File: config.mk
export PLATFORM = sky130hd
export DESIGN_NAME = svc_acc_window
export DESIGN_NICKNAME = d
export VERILOG_FILES = /design/src/rtl/svc_acc_window.sv
export SDC_FILE = /design/constraint.sdc
export NUM_CORES = 1
export LEC_CHECK = 0
export BUFFER_PORTS_ARGS = -buffer_cell sky130_fd_sc_hd__buf_2
export CAP_MARGIN = 20
export CELL_PAD_IN_SITES_DETAIL_PLACEMENT = 0
export CELL_PAD_IN_SITES_GLOBAL_PLACEMENT = 1
export CORE_ASPECT_RATIO = 0.75
export CORE_MARGIN = 2
export CORE_UTILIZATION = 29
export CTS_CLUSTER_SIZE = 8
export DETAILED_ROUTE_END_ITERATION = 8
export PLACE_DENSITY_LB_ADDON = 0.2
export SYNTH_ARGS = -nofsm -noshare
export SYNTH_HDL_FRONTEND = slang
export SYNTH_SLANG_ARGS = --single-unit
File: constraint.sdc
create_clock -name clk -period 2.3 [get_ports clk]
set_input_delay 0 -clock clk [delete_from_list [all_inputs] [get_ports clk]]
set_output_delay 0 -clock clk [all_outputs]
set_load 0.02 [all_outputs]
File: src/rtl/svc_acc_window.sv
// Windowed sum controller around svc_accumulator: collects 2**LOG2_N samples (or a flushed
// partial window), waits out the accumulator latency, then captures and clears. Option: SVC_ACC_WINDOW_AVG_EN.
module svc_acc_window #(
    parameter int WIDTH       = 32,
    parameter int LOG2_N      = 4,
    parameter int ACC_LATENCY = 6
) (
    input  logic              clk,
    input  logic              rst_n,
    input  logic              in_valid,
    input  logic [WIDTH-1:0]  in_data,
    output logic              in_ready,
    input  logic              flush,
    output logic              acc_en,
    output logic [WIDTH-1:0]  acc_val,
    output logic              acc_clr,
    input  logic [WIDTH-1:0]  acc,
    output logic              out_valid,
    input  logic              out_ready,
    output logic [WIDTH-1:0]  out_sum,
    output logic [LOG2_N:0]   out_count,
`ifdef SVC_ACC_WINDOW_AVG_EN
    output logic [WIDTH-1:0]  out_avg,
`endif
    output logic              out_partial
);

    localparam int CW  = LOG2_N + 1;
    localparam int N   = 1 << LOG2_N;
    localparam int DCW = (ACC_LATENCY > 1) ? $clog2(ACC_LATENCY) : 1;

    typedef enum logic [1:0] {ST_ACC, ST_DRAIN, ST_CAPTURE} state_t;

    state_t          state, state_next;
    logic [CW-1:0]   count, count_next;
    logic [DCW-1:0]  drain_cnt, drain_next;
    logic            partial, partial_next;
    logic            capture;

    always_comb begin
        // NOTE: every signal gets a default first so no path leaves it unassigned (no latches).
        state_next   = state;
        count_next   = count;
        drain_next   = drain_cnt;
        partial_next = partial;
        in_ready     = 1'b0;
        acc_en       = 1'b0;
        acc_clr      = 1'b0;
        capture      = 1'b0;
        acc_val      = in_data;
        unique case (state)
            ST_ACC: begin
                in_ready = 1'b1;
                acc_en   = in_valid;
                if (in_valid) count_next = count + 1'b1;
                // A full window or a flush of a non-empty window (including this cycle's sample) closes it.
                if ((in_valid && count_next == CW'(N)) || (flush && count_next != '0)) begin
                    state_next   = ST_DRAIN;
                    drain_next   = DCW'(ACC_LATENCY - 1);
                    partial_next = (count_next != CW'(N));
                end
            end
            ST_DRAIN: begin
                if (drain_cnt == '0) state_next = ST_CAPTURE;
                else                 drain_next = drain_cnt - 1'b1;
            end
            ST_CAPTURE: begin
                if (!out_valid || out_ready) begin
                    capture    = 1'b1;
                    acc_clr    = 1'b1;
                    count_next = '0;
                    state_next = ST_ACC;
                end
            end
            default: state_next = ST_ACC;
        endcase
    end

    always_ff @(posedge clk) begin
        // NOTE: reset is synchronous (sampled on clk) and all state uses non-blocking assignments.
        if (!rst_n) begin
            state     <= ST_ACC;
            count     <= '0;
            drain_cnt <= '0;
            partial   <= 1'b0;
        end else begin
            state     <= state_next;
            count     <= count_next;
            drain_cnt <= drain_next;
            partial   <= partial_next;
        end
    end

    always_ff @(posedge clk) begin
        if (!rst_n) begin
            out_valid   <= 1'b0;
            out_sum     <= '0;
            out_count   <= '0;
            out_partial <= 1'b0;
`ifdef SVC_ACC_WINDOW_AVG_EN
            out_avg     <= '0;
`endif
        end else if (capture) begin
            out_valid   <= 1'b1;
            out_sum     <= acc;
            out_count   <= count;
            out_partial <= partial;
`ifdef SVC_ACC_WINDOW_AVG_EN
            out_avg     <= partial ? '0 : (acc >> LOG2_N);
`endif
        end else if (out_valid && out_ready) begin
            out_valid <= 1'b0;
        end
    end

endmodule

==> run metrics <==
outcome=finished clean; die area=8680 um2; wire length on met3=360 um; Placed Instances=413; Detailed Place HPWL=3470 um; FFs w/ async S/R, synth=0; Clock Tree Root=clkbuf_8; Seq cells post-synth=50; grt ovf=0; Tcrit/Tclk final=0.799; VDD IR max=0.226 mV; Row Count=28; Die H=81.2 um; largest net degree at the start of global routing=39; top cells by area, synth=dfxtp_1 (43%), nand2_1 (14%), a21boi_1 (13%), buf_4 (10%), clkbuf_1 (1.8%); core box area=7810 um2; Slew @ Worst Pin=726 ps; Crit Path Class=flip-flop to output pin; Hold Path Class=primary input to output pin; total negative slack=0 ps; Fmax=544 MHz; layout cells sized above 1=0.272; RSZ-0062 raised after global routing=false; Worst Skew=2.96 ps; PnR worst setup slack=463 ps; met2 WL post-DR=2200 um; gr usage total=0.124; Crit Path Max Fanout=22; Starting Density=0.295; Top Layer Used=met4; Tot Pwr=1.66 mW; CTS Buf Count=5; Via density=4.26; vias=1935; Clock Latency Late Sink=290 ps; CP startpoint kind=flip-flop; Rel. slew slack=0.515; PwrDens=558 nW/um2; design area=2980 um2; Leak=1.27 nW; router iterations before antenna repair=4; Port Buffers=78; synthesized instance count=274; initial antenna violation count=0; Post-synth EDFFs=0; Max Slew Vio Count=0; Post-Syn Area=2300 um2; vias in the first global route=1800; CTS tree=yes; Placer Congestion=0.709; placed cell area=2560 um2; Final ANT Viol Nets=0; dpl ws=494 ps; Synth Area per Inst=8.41 um2; commonest cells after routing, fill and taps aside=nand2_1 (86), buf_2 (78), dfxtp_1 (50); post-synthesis sequential area ratio=0.434; hold slack=0.00561 ps; commonest non-fill, non-tap cell in the layout=nand2_1; H-Tree Depth=2; final setup violation count=0; Wirelength per Cell=11.6 um; Resized cells post-CTS=0; nets=420; Routed WL=5280 um; yosys warns=0; Worst-path clk slew=80 ps; area grow syn2layout=29.2%; Initial DRC Count=38; area leader, netlist=dfxtp_1; clk buf depth=2; Unique masters post-synth=35; first-pass GRT wire length=8540 um; # diodes=0; max cap viols=0; arrival time worst endpoint=1840 ps; clock sink count=50; Final min period=1840 ps; CP Capture Type=output pin; Synth top area share=0.434; Die Wd=107 um; Synth Flop Type=dfxtp_1; post-synth net total=346; wl on met1=2680 um; I/O pin count=143; DRC Markers=0; final core utilization=0.381; Final Non-Filler Cells=454; required time of the critical path=2300 ps; Final Hold Vio Count=0
## worst paths after layout
kind	start	cells past startpoint	endpoint	slack (ps)
setup / recovery	state[1]	5	acc_clr	460
setup reg to reg	drain_cnt[0]	6	drain_cnt[0]	470
hold reg to reg	out_sum[17]	2	out_sum[17]	450
hold / removal	in_data[15]	0	acc_val[15]	0.006
## layer usage
metal | vias to the layer above | global-route usage
li1 | 1008 | -
met4 | 0 | 0.0364
met1 | 856 | 0.161
met2 | 64 | 0.199
met3 | 7 | 0.0385
met5 | - | 0
## critical path, cell delays in order (launching register included)
cell and delay [ps]:
dfxtp_1 400, nor2b_1 300, nand2b_2 110, inv_2 350, buf_12 220, buf_2 170
## logic make-up after synthesis
logic type      after synthesis  share of synthesized area
fa+ha+maj                     3                     0.0163
buf+inv                      53                      0.143
simple gates                105                      0.195
flops                        50                      0.434
compound gates               60                      0.192
xor+xnor                      3                     0.0195
## sequential cells by signal, indices dropped and copies added, names as in the netlist
signal	count
count	5
drain_cnt	3
out_count	5
out_partial	1
out_sum	32
out_valid	1
partial	1
state	2
## Yosys cell counts (2+ instances only)
| cell type | number |
|---|---|
| a21oi_1 | 2 |
| nand2_1 | 86 |
| clkbuf_1 | 11 |
| buf_2 | 3 |
| xor2_1 | 2 |
| inv_2 | 2 |
| inv_1 | 4 |
| nor2b_1 | 4 |
| o21a_1 | 2 |
| and2_1 | 3 |
| a21boi_1 | 40 |
| buf_4 | 32 |
| a21boi_0 | 2 |
| ha_1 | 3 |
| o21ai_0 | 3 |
| dfxtp_1 | 50 |
| o22ai_1 | 2 |
| nand3b_1 | 3 |
| o31ai_1 | 2 |
| nand2b_1 | 2 |
| nand4_1 | 2 |
## what timing repair did
item,4_1_cts,5_1_grt
buffers inserted,0,0
hold buffers,33,0
hold endpoints to repair,33,0
## layout make-up
type	count	area, um2
fill	839	4830
sequential	50	1000
multi-input combinational	171	976
timing repair buffer	114	756
tap	105	131
clock buffer	7	86.3
inverter	6	22.5
clock inverter	1	5.00
## power breakdown
group	internal, mW	switching [mW]	leakage, nW	total, mW
registers	0.891	0.0171	0.404	0.908
logic	0.124	0.117	0.819	0.241
clock network	0.243	0.268	0.0482	0.511
total	1.26	0.402	1.27	1.66
Power figures use the tool's default switching activity.
